### config.mk
export PLATFORM = sky130hd
export DESIGN_NAME = fm_phase_gen
export DESIGN_NICKNAME = d
export VERILOG_FILES = /design/src/rtl/fm_phase_gen_pkg.sv /design/src/rtl/fm_phase_gen_inc.sv /design/src/rtl/fm_phase_gen.sv
export SDC_FILE = /design/constraint.sdc
export NUM_CORES = 2
export LEC_CHECK = 0
export ABC_AREA = 1
export CELL_PAD_IN_SITES_DETAIL_PLACEMENT = 1
export CELL_PAD_IN_SITES_GLOBAL_PLACEMENT = 2
export CORE_UTILIZATION = 36
export DETAILED_ROUTE_END_ITERATION = 8
export PLACE_DENSITY = 0.71
export SYNTH_ARGS = -nofsm -noshare
export SYNTH_HDL_FRONTEND = slang
export SYNTH_HIERARCHICAL = 1
export SYNTH_SLANG_ARGS = --single-unit
### constraint.sdc
create_clock -name clk -period 11.8 [get_ports clk]
set_clock_uncertainty 0.05 [all_clocks]
set_input_delay 2.36 -clock clk [delete_from_list [all_inputs] [get_ports clk]]
set_output_delay 2.36 -clock clk [all_outputs]
set_load 0.01 [all_outputs]
### src/rtl/fm_phase_gen_pkg.sv
// Shared constants, FSM state type, operator parameter payload and the
// multiplier lookup for the FM phase generator.
package fm_phase_gen_pkg;

  localparam int unsigned FM_NUM_OPS    = 36;
  localparam int unsigned FM_PHASE_BITS = 19;
  localparam int unsigned FM_OUT_BITS   = 10;

  localparam int unsigned IDX_BITS   = 6;
  localparam int unsigned RAM_DEPTH  = 64;
  localparam int unsigned FNUM_BITS  = 10;
  localparam int unsigned BLOCK_BITS = 3;
  localparam int unsigned MULT_BITS  = 4;
  localparam int unsigned MULX2_BITS = 5;
  localparam int unsigned SHIFT_BITS = 17;
  localparam int unsigned PROD_BITS  = 22;

  typedef enum logic [1:0] {
    ST_INIT,
    ST_IDLE,
    ST_RUN,
    ST_DRAIN
  } state_e;

  typedef struct packed {
    logic [FNUM_BITS-1:0]  fnum;
    logic [BLOCK_BITS-1:0] block;
    logic [MULT_BITS-1:0]  mult;
    logic                  keyon;
  } op_params_t;

  // Twice the frequency multiple selected by the 4-bit multiplier code.
  function automatic logic [MULX2_BITS-1:0] fm_mulx2(input logic [MULT_BITS-1:0] mult);
    logic [MULX2_BITS-1:0] r;
    r = 5'd1;
    case (mult)
      4'd0:  r = 5'd1;
      4'd1:  r = 5'd2;
      4'd2:  r = 5'd4;
      4'd3:  r = 5'd6;
      4'd4:  r = 5'd8;
      4'd5:  r = 5'd10;
      4'd6:  r = 5'd12;
      4'd7:  r = 5'd14;
      4'd8:  r = 5'd16;
      4'd9:  r = 5'd18;
      4'd10: r = 5'd20;
      4'd11: r = 5'd20;
      4'd12: r = 5'd24;
      4'd13: r = 5'd24;
      4'd14: r = 5'd30;
      4'd15: r = 5'd30;
    endcase
    return r;
  endfunction

endpackage

### src/rtl/fm_phase_gen_inc.sv
// Combinational phase increment from fnum/block/mult.
// FM_PHASE_VIBRATO_EN adds the LFO-driven fnum offset ahead of the multiply.
module fm_phase_gen_inc
  import fm_phase_gen_pkg::*;
#(
  parameter int unsigned PHASE_BITS = FM_PHASE_BITS
) (
  input  logic [FNUM_BITS-1:0]  fnum_i,
  input  logic [BLOCK_BITS-1:0] block_i,
  input  logic [MULT_BITS-1:0]  mult_i,
`ifdef FM_PHASE_VIBRATO_EN
  input  logic [2:0]            vib_step_i,
  input  logic                  vib_deep_i,
  input  logic                  vib_en_i,
`endif
  output logic [PHASE_BITS-1:0] inc_o
);

  logic [FNUM_BITS-1:0]  fnum_eff;
  logic [SHIFT_BITS-1:0] fnum_sh;
  logic [PROD_BITS-1:0]  prod;

`ifdef FM_PHASE_VIBRATO_EN
  logic signed [5:0]  vib_hi;
  logic signed [5:0]  vib_stp;
  logic signed [5:0]  vib_prod;
  logic signed [5:0]  vib_ofs;
  logic signed [11:0] fnum_sum;

  // Offset scales with the top 3 fnum bits; shallow depth halves it.
  always_comb begin
    vib_hi   = $signed({3'b000, fnum_i[FNUM_BITS-1 -: 3]});
    vib_stp  = $signed({{3{vib_step_i[2]}}, vib_step_i});
    vib_prod = vib_hi * vib_stp;
    vib_ofs  = vib_deep_i ? vib_prod : (vib_prod >>> 1);
    fnum_sum = $signed({2'b00, fnum_i}) + $signed({{6{vib_ofs[5]}}, vib_ofs});
    if (!vib_en_i) begin
      fnum_eff = fnum_i;
    end else if (fnum_sum < 12'sd0) begin
      fnum_eff = '0;
    end else if (fnum_sum > 12'sd1023) begin
      fnum_eff = '1;
    end else begin
      fnum_eff = fnum_sum[FNUM_BITS-1:0];
    end
  end
`else
  assign fnum_eff = fnum_i;
`endif

  always_comb begin
    fnum_sh = SHIFT_BITS'(fnum_eff) << block_i;
    prod    = PROD_BITS'(fnum_sh) * PROD_BITS'(fm_mulx2(mult_i));
    inc_o   = PHASE_BITS'(prod >> 2);
  end

endmodule

### src/rtl/fm_phase_gen.sv
// FM phase generator: sweeps all operators per sample tick, accumulating
// phase in a 64-entry RAM. FM_PHASE_VIBRATO_EN enables the vibrato ports.
module fm_phase_gen
  import fm_phase_gen_pkg::*;
#(
  parameter int unsigned NUM_OPS    = FM_NUM_OPS,
  parameter int unsigned PHASE_BITS = FM_PHASE_BITS,
  parameter int unsigned OUT_BITS   = FM_OUT_BITS
) (
  input  logic                  clk,
  input  logic                  reset,
  input  logic                  sample_tick,
  output logic                  ready,
  output logic [IDX_BITS-1:0]   op_idx,
  input  logic [FNUM_BITS-1:0]  op_fnum,
  input  logic [BLOCK_BITS-1:0] op_block,
  input  logic [MULT_BITS-1:0]  op_mult,
  input  logic                  op_keyon,
`ifdef FM_PHASE_VIBRATO_EN
  input  logic [2:0]            vib_step,
  input  logic                  vib_deep,
  input  logic                  op_vib,
`endif
  output logic                  out_valid,
  output logic [IDX_BITS-1:0]   out_idx,
  output logic [OUT_BITS-1:0]   out_phase,
  output logic                  sweep_done
);

  state_e                state_q, state_d;
  logic [IDX_BITS-1:0]   cnt_q, cnt_d;
  logic                  ready_q, ready_d;
  logic [IDX_BITS-1:0]   op_idx_q, op_idx_d;
  logic                  vld_d1_q, last_d1_q;
  logic [IDX_BITS-1:0]   idx_d1_q;
  logic [NUM_OPS-1:0]    hist_q, hist_d;
  logic                  out_valid_q, sweep_done_q;
  logic [IDX_BITS-1:0]   out_idx_q;
  logic [OUT_BITS-1:0]   out_phase_q, out_phase_d;
  logic [PHASE_BITS-1:0] ram_q [RAM_DEPTH];

  op_params_t            par;
  logic                  init_we, wr_en, key_edge;
  logic [IDX_BITS-1:0]   wr_addr;
  logic [PHASE_BITS-1:0] wr_data, rd_phase, inc, sum;

  assign par = '{fnum: op_fnum, block: op_block, mult: op_mult, keyon: op_keyon};

  fm_phase_gen_inc #(
    .PHASE_BITS (PHASE_BITS)
  ) u_inc (
    .fnum_i     (par.fnum),
    .block_i    (par.block),
    .mult_i     (par.mult),
`ifdef FM_PHASE_VIBRATO_EN
    .vib_step_i (vib_step),
    .vib_deep_i (vib_deep),
    .vib_en_i   (op_vib),
`endif
    .inc_o      (inc)
  );

  // Sweep control: INIT clears the RAM, RUN issues one operator per clock.
  always_comb begin
    state_d = state_q;
    cnt_d   = cnt_q;
    init_we = 1'b0;
    unique case (state_q)
      ST_INIT: begin
        init_we = 1'b1;
        cnt_d   = cnt_q + 6'd1;
        if (cnt_q == 6'(RAM_DEPTH - 1)) state_d = ST_IDLE;
      end
      ST_IDLE: begin
        if (sample_tick) begin
          state_d = ST_RUN;
          cnt_d   = '0;
        end
      end
      ST_RUN: begin
        cnt_d = cnt_q + 6'd1;
        if (cnt_q == 6'(NUM_OPS - 1)) begin
          state_d = ST_DRAIN;
          cnt_d   = '0;
        end
      end
      ST_DRAIN: begin
        cnt_d = cnt_q + 6'd1;
        if (cnt_q == 6'd1) begin
          state_d = ST_IDLE;
          cnt_d   = '0;
        end
      end
      default: begin
        state_d = ST_INIT;
        cnt_d   = '0;
      end
    endcase
    ready_d  = (state_d == ST_IDLE);
    op_idx_d = (state_d == ST_RUN) ? cnt_d : '0;
  end

  // Second stage: read, add increment (or restart on key-on edge), write back.
  always_comb begin
    rd_phase = ram_q[idx_d1_q];
    key_edge = par.keyon & ~hist_q[idx_d1_q];
    sum      = key_edge ? '0 : (rd_phase + inc);
    hist_d   = hist_q;
    if (vld_d1_q) hist_d[idx_d1_q] = par.keyon;
    wr_en       = init_we | vld_d1_q;
    wr_addr     = init_we ? cnt_q : idx_d1_q;
    wr_data     = init_we ? '0 : sum;
    out_phase_d = vld_d1_q ? sum[PHASE_BITS-1 -: OUT_BITS] : '0;
  end

  always_ff @(posedge clk or posedge reset) begin
    if (reset) begin
      state_q      <= ST_INIT;
      cnt_q        <= '0;
      ready_q      <= 1'b0;
      op_idx_q     <= '0;
      vld_d1_q     <= 1'b0;
      last_d1_q    <= 1'b0;
      idx_d1_q     <= '0;
      hist_q       <= '0;
      out_valid_q  <= 1'b0;
      out_idx_q    <= '0;
      out_phase_q  <= '0;
      sweep_done_q <= 1'b0;
    end else begin
      state_q      <= state_d;
      cnt_q        <= cnt_d;
      ready_q      <= ready_d;
      op_idx_q     <= op_idx_d;
      vld_d1_q     <= (state_q == ST_RUN);
      last_d1_q    <= (state_q == ST_RUN) && (cnt_q == 6'(NUM_OPS - 1));
      idx_d1_q     <= cnt_q;
      hist_q       <= hist_d;
      out_valid_q  <= vld_d1_q;
      out_idx_q    <= vld_d1_q ? idx_d1_q : '0;
      out_phase_q  <= out_phase_d;
      sweep_done_q <= last_d1_q;
    end
  end

  // Phase RAM has no reset; INIT zeroes it after every reset.
  always_ff @(posedge clk) begin
    if (wr_en) ram_q[wr_addr] <= wr_data;
  end

  assign ready      = ready_q;
  assign op_idx     = op_idx_q;
  assign out_valid  = out_valid_q;
  assign out_idx    = out_idx_q;
  assign out_phase  = out_phase_q;
  assign sweep_done = sweep_done_q;

endmodule
==> impl_metrics.csv <==
group,metric,value,unit
finish,final_cell_mix,"edfxtp_1 (1216), nand2_1 (922), inv_1 (333)",
clock_network,cts_made_buffers,141,
routing,drcViolationCount,0,
synth,yosysTopAreaCell,"edfxtp_1",
floorplanning,fp.coreArea,146000,µm²
placed_design,numPlacedInstances,5997,
floorplanning,num_rows,140,
synth,synth_edf_count,1216,
worst_hold_path,hold_depth,0,
synth,synthTopCellsByArea,"edfxtp_1 (68%), nand2_1 (6.5%), dfrtp_1 (3.6%)",
synth,synth_ff_type,"edfxtp_1",
routing,drtIter0Drc,3257,
placed_design,gp_congestion,0.818,
clock_network,cts_resized,0,
clock_network,cts_tree,"yes",
routing,drt-total-wl,173000,µm
critical_path,endpoint,"ram_q[62][13]",
critical_path,r2r_cells,24,
critical_path,crit_fanout,41,
placed_design,place_area,56600,µm²
finish,finalNonFillerCells,6247,
synth,syn_nets,4255,
critical_path,max_stage_delay,0.71,ns
critical_path,setup.worst_path.end_class,"register",
clock_network,clock_sinks,1293,
synth,synth_seq_cells,1293,
clock_network,post-cts-setup-buffer-count,0,
critical_path,slowest_stage,"clkdlybuf4s50_1",
timing,rsz0062_at_grt,"false",
synth,synth_seq_area_share,0.720,
synth,synth_xor_area_frac,0.00345,
global_routing,grt_usage,0.231,
critical_path,r2r-end,"ram_q[62][13]",
timing,finalSetupViolations,0,
critical_path,crit_required,12.25,ns
floorplanning,dieArea,150000,µm²
routing,avgRoutedWirePerCell,27.8,µm
finish,final_common_cell,"edfxtp_1",
timing,maxSlewViolCount,0,
finish,register_area,38400,µm²
timing,fin_setup_tns,0,ns
global_routing,grt_pass1_wl,252000,µm
timing,fin_ws,2.73,ns
global_routing,grt_overflow,0,
global_routing,antenna_found_initial,2,
critical_path,cp.arrival,9.52,ns
critical_path,worstSetupPathType,"input port to register",
timing,min_period,9.07,ns
floorplanning,pin_count,46,
synth,ys_warn_count,6,
critical_path,startpoint_type,"input port",
finish,fillers,15100,
placed_design,dpl.hpwl,97600,µm
clock_network,clock_path_buffers,3,
floorplanning,start_util,0.364,
critical_path,crit_start,"op_block[0]",
worst_hold_path,hp-class,"register to register",
synth,synth-adder-area-share,0.0281,
finish,areaGrowthSynthToFinish,14.1,%
clock_network,htree_levels,4,
synth,syn_inst,4141,
synth,avgSynthCellArea,12.9,µm²
status,status,"finished clean",
timing,hold_violations,0,
routing,dr_total_vias,34500,
timing,min_period_over_period,0.769,
routing,viasPerCell,5.53,
synth,yosysUniqueCellTypes,63,
finish,drive_above_1_share,0.0919,
floorplanning,fp.dieH,387,µm
global_routing,first_global_vias,35800,
finish,n_antenna_cell,0,
synth,muxShareOfSynthArea,0.000375,
timing,worst_slew_pin_slew,1.10,ns
finish,layout.nets,4337,
run,drv_cap,0,
clock_network,clkLatencyLatePin,0.78,ns
floorplanning,fp.dieW,387,µm
placed_design,portBuffers,45,
synth,synth_compound_area_frac,0.0804,
critical_path,r2r-start,"idx_d1_q[0]",
synth,synth_top_family_by_area,"simple AND/OR/NAND/NOR gates",
synth,yosys.area.top_type_share,0.684,
synth,async_flop_share,0.0596,
finish,stdcell_area,60900,µm²
clock_network,path_clk_slew,0.06,ns
timing,max_freq,110,MHz
routing,first_pass_iters,5,
synth,synth_area,53400,µm²
critical_path,reg2reg_slack,4.17,ns
routing,drtAntennaViolNets,0,
finish,multiInputGateArea,13300,µm²
global_routing,grt_max_degree,101,
clock_network,root_buffer,"clkbuf_16",
critical_path,cpMostUsedCell,"nand2_1",
timing,maxSlewHeadroom,0.264,
clock_network,cts-hold-fix-buffers,0,
synth,synth_simple_gate_area_frac,0.126,
placed_design,post-place-ws,1.91,ns
cell usage after synthesis (4+ instances only):
cell type  count
edfxtp_1    1216
and3_1         4
nand4_1      134
o21ai_1        7
nor3_1        20
o21ai_0      105
a21oi_1      137
buf_4         19
a211oi_1       9
o2111ai_1      5
o2111a_1       8
nor2_1       307
o21ai_2        6
xor2_1        15
nor4_1         9
buf_1         12
inv_1        335
and2_1         7
nand3_1      142
nor2_2         4
dfrtp_1       77
a22oi_1       80
inv_2         11
a21o_1         4
clkbuf_1      49
o211ai_1       6
buf_6          4
o22ai_1        6
xnor2_1        6
nand2_1      924
fa_1          45
nand3_2        7
a221oi_1     147
or2_2          5
nor2_4         4
ha_1          48
a31oi_1       25
buf_2        100
a22o_1        58
per-stage QoR:
stage          utilization  hold slack, ns
2_1_floorplan            -           0.281
3_3_place_gp         0.387           0.287
3_5_place_dp         0.387           0.296
4_1_cts              0.416           0.309
5_1_grt              0.416           0.319
6_report             0.416           0.307
worst max-delay path, delay by kind of cell:
family	cells	cell delay, ns
compound gates	4	1.07
xor+xnor	1	0.18
fa+ha+maj	5	2.21
buf+inv	6	1.71
simple gates	14	1.89
registers in the layout, indices dropped and copies added (netlist names), 2 cells and up:
| signal | cells |
|---|---|
| out_idx | 6 |
| ram_q | 1216 |
| cnt_q | 6 |
| state_q | 2 |
| idx_d1_q | 6 |
| hist_q | 36 |
| op_idx | 6 |
| out_phase | 10 |
logic make-up (layout without fill, tap and decap cells):
kind of cell	after synthesis	after routing
other	1	1
AND/OR/NAND/NOR	1581	1581
buffers and inverters	532	721
flip-flops	1293	1293
adder cells (fa/ha/maj)	93	93
XOR/XNOR	21	21
AO/OA/AOI/OAI	618	618
multiplexers	2	2
worst min-delay path by stage:
stage              start         end  slack, ns
6_report       last_d1_q  sweep_done       0.31
5_1_grt        last_d1_q  sweep_done       0.32
4_1_cts        last_d1_q  sweep_done       0.31
3_5_place_dp   last_d1_q  sweep_done       0.30
3_3_place_gp   last_d1_q  sweep_done       0.29
2_1_floorplan  last_d1_q  sweep_done       0.28
layer usage:
layer / vias to the layer above / share of wire / GRT usage
met5: - / 0 / 0
met4: 0 / 0.026 / 0.0672
met3: 224 / 0.046 / 0.0275
met2: 919 / 0.49 / 0.393
met1: 18200 / 0.43 / 0.309
li1: 15200 / - / -
final cells by class:
class | instances | area share
sequential | 1293 | 0.631
multi-input combinational | 2316 | 0.219
clock buffer | 186 | 0.0614
tap | 1917 | 0.0394
inverter | 347 | 0.0217
timing repair buffer | 124 | 0.0188
clock inverter | 64 | 0.00886
Power is not shown: default switching activity piles up to over one toggle a cycle in this logic, so the estimate is an artifact.
